===== src/rtl/vga_timing_gen_if.sv =====
// vga_timing_gen_if: pixel-request and pin-level output bundle of the raster timing generator
interface vga_timing_gen_if #(
  parameter int CNT_W = 10,
  parameter int COL_W = 4
);
  logic [CNT_W-1:0] x;
  logic [CNT_W-1:0] y;
  logic             req_active;
  logic [COL_W-1:0] r_in;
  logic [COL_W-1:0] g_in;
  logic [COL_W-1:0] b_in;
  logic             hsync;
  logic             vsync;
  logic             de;
  logic [COL_W-1:0] r;
  logic [COL_W-1:0] g;
  logic [COL_W-1:0] b;
  logic             line_start;
  logic             frame_start;
  modport master (
    output x, y, req_active, hsync, vsync, de, r, g, b, line_start, frame_start,
    input  r_in, g_in, b_in
  );
  modport slave (
    input  x, y, req_active, hsync, vsync, de, r, g, b, line_start, frame_start,
    output r_in, g_in, b_in
  );
endinterface


===== src/rtl/vga_timing_gen.sv =====
// vga_timing_gen: parametrised raster timing generator with latency-matched registered pixel output
module vga_timing_gen #(
  parameter int H_ACTIVE = 640,
  parameter int H_FP     = 16,
  parameter int H_SYNC   = 96,
  parameter int H_BP     = 48,
  parameter int V_ACTIVE = 480,
  parameter int V_FP     = 10,
  parameter int V_SYNC   = 2,
  parameter int V_BP     = 33,
  parameter bit HS_POL   = 1'b0,
  parameter bit VS_POL   = 1'b0,
  parameter int PIX_LAT  = 1,
  parameter int CNT_W    = 10,
  parameter int COL_W    = 4
) (
  input  logic              clk,
  input  logic              rst_n,
  input  logic              pix_ce,
  vga_timing_gen_if.master  bus
);
  localparam int H_TOTAL  = H_ACTIVE + H_FP + H_SYNC + H_BP;
  localparam int V_TOTAL  = V_ACTIVE + V_FP + V_SYNC + V_BP;
  localparam int HS_START = H_ACTIVE + H_FP;
  localparam int HS_END   = HS_START + H_SYNC;
  localparam int VS_START = V_ACTIVE + V_FP;
  localparam int VS_END   = VS_START + V_SYNC;
  typedef struct packed {
    logic hs;
    logic vs;
    logic de;
    logic ls;
    logic fs;
  } tag_t;
  logic [CNT_W-1:0] x;
  logic [CNT_W-1:0] y;
  tag_t             cur;
  tag_t             tap;
  always_ff @(posedge clk or negedge rst_n)
    if (!rst_n) begin
      x <= '0;
      y <= '0;
    end else if (pix_ce) begin
      x <= (x == CNT_W'(H_TOTAL - 1)) ? '0 : x + CNT_W'(1);
      if (x == CNT_W'(H_TOTAL - 1))
        y <= (y == CNT_W'(V_TOTAL - 1)) ? '0 : y + CNT_W'(1);
    end
  always_comb begin
    cur.hs = (x >= CNT_W'(HS_START)) && (x < CNT_W'(HS_END));
    cur.vs = (y >= CNT_W'(VS_START)) && (y < CNT_W'(VS_END));
    cur.de = (x < CNT_W'(H_ACTIVE)) && (y < CNT_W'(V_ACTIVE));
    cur.ls = (x == '0);
    cur.fs = (x == '0) && (y == '0);
  end
  assign bus.x          = x;
  assign bus.y          = y;
  assign bus.req_active = cur.de;
  // timing tags ride alongside the pixel source so they meet rgb_in on the same tick
  generate
    if (PIX_LAT == 0) begin : g_direct
      assign tap = cur;
    end else begin : g_pipe
      tag_t sh [PIX_LAT];
      always_ff @(posedge clk or negedge rst_n)
        if (!rst_n) begin
          for (int i = 0; i < PIX_LAT; i++) sh[i] <= '0;
        end else if (pix_ce) begin
          sh[0] <= cur;
          for (int i = 1; i < PIX_LAT; i++) sh[i] <= sh[i-1];
        end
      assign tap = sh[PIX_LAT-1];
    end
  endgenerate
  always_ff @(posedge clk or negedge rst_n)
    if (!rst_n) begin
      bus.hsync       <= ~HS_POL;
      bus.vsync       <= ~VS_POL;
      bus.de          <= 1'b0;
      bus.r           <= '0;
      bus.g           <= '0;
      bus.b           <= '0;
      bus.line_start  <= 1'b0;
      bus.frame_start <= 1'b0;
    end else begin
      bus.line_start  <= pix_ce & tap.ls;
      bus.frame_start <= pix_ce & tap.fs;
      if (pix_ce) begin
        bus.hsync <= tap.hs ? HS_POL : ~HS_POL;
        bus.vsync <= tap.vs ? VS_POL : ~VS_POL;
        bus.de    <= tap.de;
        bus.r     <= tap.de ? bus.r_in : '0;
        bus.g     <= tap.de ? bus.g_in : '0;
        bus.b     <= tap.de ? bus.b_in : '0;
      end
    end
endmodule

===== src/flat_wrapper.sv =====
// flat-port wrapper written by rule: the top's interface ports become plain ports
module vga_timing_gen_flat 
#(
  parameter int H_ACTIVE = 640,
  parameter int H_FP     = 16,
  parameter int H_SYNC   = 96,
  parameter int H_BP     = 48,
  parameter int V_ACTIVE = 480,
  parameter int V_FP     = 10,
  parameter int V_SYNC   = 2,
  parameter int V_BP     = 33,
  parameter bit HS_POL   = 1'b0,
  parameter bit VS_POL   = 1'b0,
  parameter int PIX_LAT  = 1,
  parameter int CNT_W    = 10,
  parameter int COL_W    = 4
)
  (clk, rst_n, pix_ce, bus_x, bus_y, bus_req_active, bus_hsync, bus_vsync, bus_de, bus_r, bus_g, bus_b, bus_line_start, bus_frame_start, bus_r_in, bus_g_in, bus_b_in);
  vga_timing_gen_if #(.CNT_W(CNT_W), .COL_W(COL_W)) bus_i ();
  input  logic clk;
  input  logic rst_n;
  input  logic pix_ce;
  output wire logic [$bits(bus_i.x)-1:0] bus_x;
  output wire logic [$bits(bus_i.y)-1:0] bus_y;
  output wire logic [$bits(bus_i.req_active)-1:0] bus_req_active;
  output wire logic [$bits(bus_i.hsync)-1:0] bus_hsync;
  output wire logic [$bits(bus_i.vsync)-1:0] bus_vsync;
  output wire logic [$bits(bus_i.de)-1:0] bus_de;
  output wire logic [$bits(bus_i.r)-1:0] bus_r;
  output wire logic [$bits(bus_i.g)-1:0] bus_g;
  output wire logic [$bits(bus_i.b)-1:0] bus_b;
  output wire logic [$bits(bus_i.line_start)-1:0] bus_line_start;
  output wire logic [$bits(bus_i.frame_start)-1:0] bus_frame_start;
  input wire logic [$bits(bus_i.r_in)-1:0] bus_r_in;
  input wire logic [$bits(bus_i.g_in)-1:0] bus_g_in;
  input wire logic [$bits(bus_i.b_in)-1:0] bus_b_in;
  assign bus_x = bus_i.x;
  assign bus_y = bus_i.y;
  assign bus_req_active = bus_i.req_active;
  assign bus_hsync = bus_i.hsync;
  assign bus_vsync = bus_i.vsync;
  assign bus_de = bus_i.de;
  assign bus_r = bus_i.r;
  assign bus_g = bus_i.g;
  assign bus_b = bus_i.b;
  assign bus_line_start = bus_i.line_start;
  assign bus_frame_start = bus_i.frame_start;
  assign bus_i.r_in = bus_r_in;
  assign bus_i.g_in = bus_g_in;
  assign bus_i.b_in = bus_b_in;
  vga_timing_gen #(.H_ACTIVE(H_ACTIVE), .H_FP(H_FP), .H_SYNC(H_SYNC), .H_BP(H_BP), .V_ACTIVE(V_ACTIVE), .V_FP(V_FP), .V_SYNC(V_SYNC), .V_BP(V_BP), .HS_POL(HS_POL), .VS_POL(VS_POL), .PIX_LAT(PIX_LAT), .CNT_W(CNT_W), .COL_W(COL_W)) u_core (.clk(clk), .rst_n(rst_n), .pix_ce(pix_ce), .bus(bus_i));
endmodule

===== config.mk =====
export PLATFORM = sky130hd
export DESIGN_NAME = vga_timing_gen_flat
export DESIGN_NICKNAME = d
export VERILOG_FILES = /design/src/rtl/vga_timing_gen_if.sv /design/src/rtl/vga_timing_gen.sv /design/src/flat_wrapper.sv
export SDC_FILE = /design/constraint.sdc
export NUM_CORES = 1
export LEC_CHECK = 0
export ABC_AREA = 1
export CORE_ASPECT_RATIO = 1.1
export CORE_UTILIZATION = 45
export CTS_CLUSTER_DIAMETER = 200
export DETAILED_ROUTE_END_ITERATION = 10
export PLACE_DENSITY_LB_ADDON = 0.2
export SLEW_MARGIN = 20
export SYNTH_ARGS = -nofsm -noshare
export SYNTH_HDL_FRONTEND = slang
export SYNTH_SLANG_ARGS = --single-unit

===== constraint.sdc =====
create_clock -name clk -period 1.7 [get_ports clk]
set_input_delay 0.34 -clock clk [delete_from_list [all_inputs] [get_ports clk]]
set_output_delay 0.34 -clock clk [all_outputs]
set_load 0.03 [all_outputs]

Word-level counts from Yosys, hierarchy flattened --
Index checks and enable logic that the tools add are counted.
Storage, ports and cells: register bits after elaboration 42, latch bits 0, bits in writable memories 0, ROM bits 0, input bits 15, output and inout port bits 38, word-level logic and storage cells 41, memories 0
Cells by class: $add $sub $neg 2, multipliers 0, div/mod/pow operators 0, $lt $le $gt $ge 6, equality and inequality tests 2, shifts and indexed selects 0, muxes and demuxes 7, bitwise logic cells 2, reductions and logical operators 7
Operator list (count):
- $add A10 B1 Y10 const B | 2
- $eq A10 B10 Y1 const B | 2
- $logic_not A10 Y1 | 2
- $lt A10 B10 Y1 const B | 2
- $lt A10 B9 Y1 const B | 2
- $mux W10 | 2
- $mux W4 | 3
- $ge A10 B10 Y1 const B | 1
- $ge A10 B9 Y1 const B | 1
- $logic_and A1 B1 Y1 | 4
- $and A1 B1 Y1 | 2
- $mux W1 | 2
- $reduce_and A2 Y1 | 1

Depth between registers and ports, before layout --
depth in word-level cells 2, depth in mapped cells 10, gate-level depth less buffers 9

Least setup slack after synthesis --
Ideal clock, no wire load.
kind register to register, from reg u_core.x[1] (netlist: u_core.bus.x[1]), to reg u_core.y[7] (netlist: u_core.bus.y[7]), setup time 0.076 ns, arrival 1.473 ns, required time 1.624 ns, setup slack 0.151 ns, stages on the path, launching flop included 9, buffers on the path 1, clock period less this slack 1.549 ns, path through dfrtp_1 -> ha_1 -> nand2_2 -> nor2_2 -> nand3_2 -> nor2_4 -> buf_6 -> nand3_1 -> o21ai_1
Between the ends: longest elaborated chain between the ends 2
Ends and longest elaborated chain:
- start: declaration | RTL line vga_timing_gen.sv:35 | logic [CNT_W-1:0] x;
- start signal: assignment | RTL line vga_timing_gen.sv:44 | x <= (x == CNT_W'(H_TOTAL - 1)) ? '0 : x + CNT_W'(1);
- $eq A10 B10 Y1 | RTL line vga_timing_gen.sv:45 | if (x == CNT_W'(H_TOTAL - 1))
- $reduce_and A2 Y1 (no source line)
- end signal: assignment | RTL line vga_timing_gen.sv:46 | y <= (y == CNT_W'(V_TOTAL - 1)) ? '0 : y + CNT_W'(1);
- end: declaration | RTL line vga_timing_gen.sv:36 | logic [CNT_W-1:0] y;
Every way passes these cells. A chain may end at the register's enable or synchronous reset.

Worst setup path in the final report --
from reg u_core.bus.b[0], to out bus_b[0]
RTL lines:
- start: declaration | RTL line vga_timing_gen_if.sv:21 | output x, y, req_active, hsync, vsync, de, r, g, b, line_start, frame_start,
- start signal: assignment | RTL line vga_timing_gen.sv:93 | bus.b <= tap.de ? bus.b_in : '0;
- end: declaration | RTL line flat_wrapper.sv:31 | output wire logic [$bits(bus_i.b)-1:0] bus_b;
No word-level cell between the ends.

==> Implementation_results.wiki <==
{| class="wikitable"
! Metric !! Value
|-
| Status || completed
|-
| Antenna-violating nets left || 0
|-
| Worst Setup Path Type || flip-flop to primary output
|-
| Setup slack, reg-to-reg || 140 ps
|-
| Most common cell in the netlist || nand2_1
|-
| Worst-path cell with the longest stage delay || clkdlybuf4s50_1
|-
| Core Area || 4320 um^2
|-
| Half-perimeter wire length after detailed placement || 3620 um
|-
| Yosys reg bits || 42
|-
| Switching Power || 1.24 mW
|-
| Critical path buffer and inverter count || 1
|-
| Worst R2R Start || u_core.bus.x[1]$_DFFE_PN0P_
|-
| Gate power share || 35.4%
|-
| Family with the most delay on the worst path || buffers and inverters
|-
| CTS clock-pin slew for the worst setup and hold paths || 90 ps
|-
| Final routed wire length divided by cell count || 13.1 um
|-
| R2R cell count || 7
|-
| Most area-hungry cell type in the Yosys netlist || dfrtp_1
|-
| Min Tclk post-route || 1660 ps
|-
| Dominant synthesized flop cell || dfrtp_1
|-
| Cell count after synthesis || 254
|-
| Cell Count Post-Placement || 368
|-
| TritonCTS clock tree || done
|-
| Reg power frac || 43.2%
|-
| Yosys Warn Count || 0
|-
| Final setup skew || 11.4 ps
|-
| Top cells by area, synth || dfrtp_1 (49%), nand2_1 (14%), nand3_1 (6.6%)
|-
| Minimum hold slack || 440 ps
|-
| Slew at the pin closest to its max-slew limit || 468 ps
|-
| Post-synthesis instance area || 2050 um^2
|-
| Final layout net count || 345
|-
| Clock buffer count from CTS || 5
|-
| Setup violations, final || 0
|-
| Data arrival time of the critical path || 1320 ps
|-
| Leakage power total || 1.55 nW
|-
| Largest stage delay on the critical path || 670 ps
|-
| Die W || 66.3 um
|-
| Gpl congestion || 0.832
|-
| Clock tree buffer depth || 2
|-
| Length of the first detailed-routing pass in iterations || 4
|-
| Die height || 72.7 um
|-
| DRC marker count from the first detailed-route iteration || 110
|-
| Count of maximum capacitance violations || 0
|-
| Number of buffers added on ports || 52
|-
| Final standard cell count with taps included and fillers excluded || 381
|-
| Worst path depth || 1
|-
| Antenna violations before repair || 0
|-
| Final critical-path share of the clock period || 97.9%
|-
| Diode insertion count for antenna repair || 0
|-
| Capture instance of the worst register-to-register path || u_core.bus.y[5]$_DFFE_PN0P_
|-
| Critical Path End || bus_b[0]
|-
| Data required time of the worst path || 1360 ps
|-
| Share of the yosys chip area belonging to registers || 51.5%
|-
| Synthesized area divided by synthesized cell count || 8.06 um^2
|-
| Startpoint class of the critical path || flip-flop
|-
| Switching Fraction || 39.2%
|-
| Average via count per standard cell || 5.19
|-
| Number of H-tree branching levels || 2
|-
| Kind of path behind the tightest hold check || flip-flop to flip-flop
|-
| Clock latency reported for the late side of the worst-skew pair || 300 ps
|-
| Slew headroom || 68.8%
|-
| Number of enable flip-flop cells after synthesis || 0
|-
| Total gr overflow || 0
|-
| Ranking of synthesized cells by instance count || nand2_1 (75), dfrtp_1 (40), inv_1 (30)
|-
| Total internal power || 1.92 mW
|-
| Maximum fanout encountered on the critical timing path || 2
|-
| Detailed-route DRC error count || 0
|-
| Power density normalized to cell area || 1100 nW/um^2
|-
| Ratio of cells with drive above 1 in the final layout || 13.5%
|-
| Fraction of registers with async set or reset after synthesis || 100%
|-
| Floorplan die area || 4820 um^2
|-
| Net Count, Synth || 273
|-
| Post-synth top area share || 48.9%
|-
| Nature of the critical path endpoint || primary output
|-
| Cell-by-cell listing of the critical path || clkdlybuf4s50_1
|-
| Via count || 1976
|-
| Count of filler cells inserted in the layout || 387
|-
| # clock sinks || 42
|-
| Synthesis-to-finish area growth || 40.2%
|-
| Routed Wire Length || 5010 um
|-
| Part of the power in the clock network || 21.4%
|-
| Post-synthesis cell type count || 27
|-
| Vias in the first global route || 1890
|-
| All-layer global routing usage || 23.0%
|-
| Peak Freq || 601 MHz
|-
| Start point of the critical path || u_core.bus.b[0]$_DFFE_PN0P_
|-
| Wire length of the first global-routing pass || 8290 um
|-
| Max IR drop VDD || 775 uV
|-
| I/O pins || 53
|-
| Hold Vio Cnt, Final || 0
|-
| Std cell rows || 25
|-
| Starting density of the core || 47.4%
|-
| Clock root cell || clkbuf_8
|-
| Pin count of the biggest net entering global routing || 20
|-
| Max-slew violations || 0
|}
-- per-stage QoR --
stage,TNS (ps),total power [mW],setup WS [ps],util (%),cell area (um^2)
floorplan,0,2.03,151,-,2050
global placement,-14.9,2.52,-14.9,62.7,2710
detailed placement,-512,2.54,-95.6,62.7,2710
CTS,0,3.18,10.5,64.9,2800
global route,-5.05,3.34,-3.26,66.5,2870
finish,0,3.16,35.9,66.5,2870
-- layout make-up --
type	instances	area, um^2	share of cell area (%)
sequential	42	1060	36.9
multi-input combinational	173	845	29.4
timing repair buffer	73	688	24.0
inverter	31	116	4.05
clock buffer	6	82.6	2.88
tap	54	67.6	2.35
clock inverter	2	12.5	0.436
-- sequential cells by signal, indices dropped and copies added, names as in the netlist --
name                    count
u_core.bus.vsync            1
u_core.bus.hsync            1
u_core.bus.frame_start      1
u_core.bus.r                4
u_core.bus.de               1
u_core.bus.b                4
u_core.g_pipe.sh            5
u_core.bus.line_start       1
u_core.bus.x               10
u_core.bus.y               10
u_core.bus.g                4
-- power groups by stage --
stage,logic (mW),clock network (mW),registers [mW]
6_report,1.12,0.677,1.36
5_1_grt,1.21,0.739,1.39
4_1_cts,1.12,0.702,1.36
3_5_place_dp,1.16,0,1.39
3_3_place_gp,1.14,0,1.38
2_1_floorplan,0.378,0,1.65
-- worst register-to-register path: stages, from the launching register on --
cell and delay (ps):
dfrtp_1 420, ha_1 240, nand2_2 80, nor2_2 120
nand4_1 220, buf_4 220, nand2_1 50, o21ai_0 80
-- timing repair --
action                                 in CTS  in global routing
gates resized for setup                    21                 15
pin swaps                                   0                  1
endpoints found under the hold margin      15                  0
buffers inserted                            1                  3
hold buffers                                1                  0
setup endpoints to repair                  20                 12
-- worst min-delay path by stage --
stage / slack, ps / start / cells after the start / endpoint
2_1_floorplan: 40 / rst_n / 0 / u_core.bus.b[0]$_DFFE_PN0P_
3_5_place_dp: 320 / rst_n / 1 / u_core.bus.r[1]$_DFFE_PN0P_
4_1_cts: 440 / u_core.g_pipe.sh[4]$_DFFE_PN0P_ / 1 / u_core.bus.hsync$_DFFE_PN1P_
3_3_place_gp: 310 / rst_n / 1 / u_core.bus.r[0]$_DFFE_PN0P_
6_report: 440 / u_core.g_pipe.sh[4]$_DFFE_PN0P_ / 1 / u_core.bus.hsync$_DFFE_PN1P_
5_1_grt: 460 / u_core.g_pipe.sh[3]$_DFFE_PN0P_ / 1 / u_core.bus.vsync$_DFFE_PN1P_
-- logic make-up after synthesis --
| group | after synthesis | share of synthesized area (%) |
|---|---|---|
| DFF | 42 | 51.5 |
| xor gates and xnor gates | 4 | 1.71 |
| AOI/OAI and AO/OA | 23 | 5.99 |
| buffers and inverters | 39 | 7.70 |
| adders and majority gates | 4 | 2.45 |
| and+or+nand+nor | 142 | 30.7 |
-- routing by layer --
metal,part of all wire [%],track usage (%),wire [um],vias up
li1,-,-,-,962
met1,43,27.8,2150,944
met2,49,39.3,2470,63
met3,6.0,5.31,300,7
met4,1.8,9.69,90,0
met5,0,0,0,-
-- placed cells by master (no fill, tap or decap), types with 6 or more instances in the layout --
master           count
nand4_1             10
dlymetal6s2s_1       9
buf_4               19
nand3_1             27
nor2_1              17
dlygate4sd2_1       19
o21ai_0             13
clkdlybuf4s50_1     22
nand2_1             75
dfrtp_1             36
clkbuf_8             6
inv_1               29
Note: power is estimated with default switching activity, not from simulation.
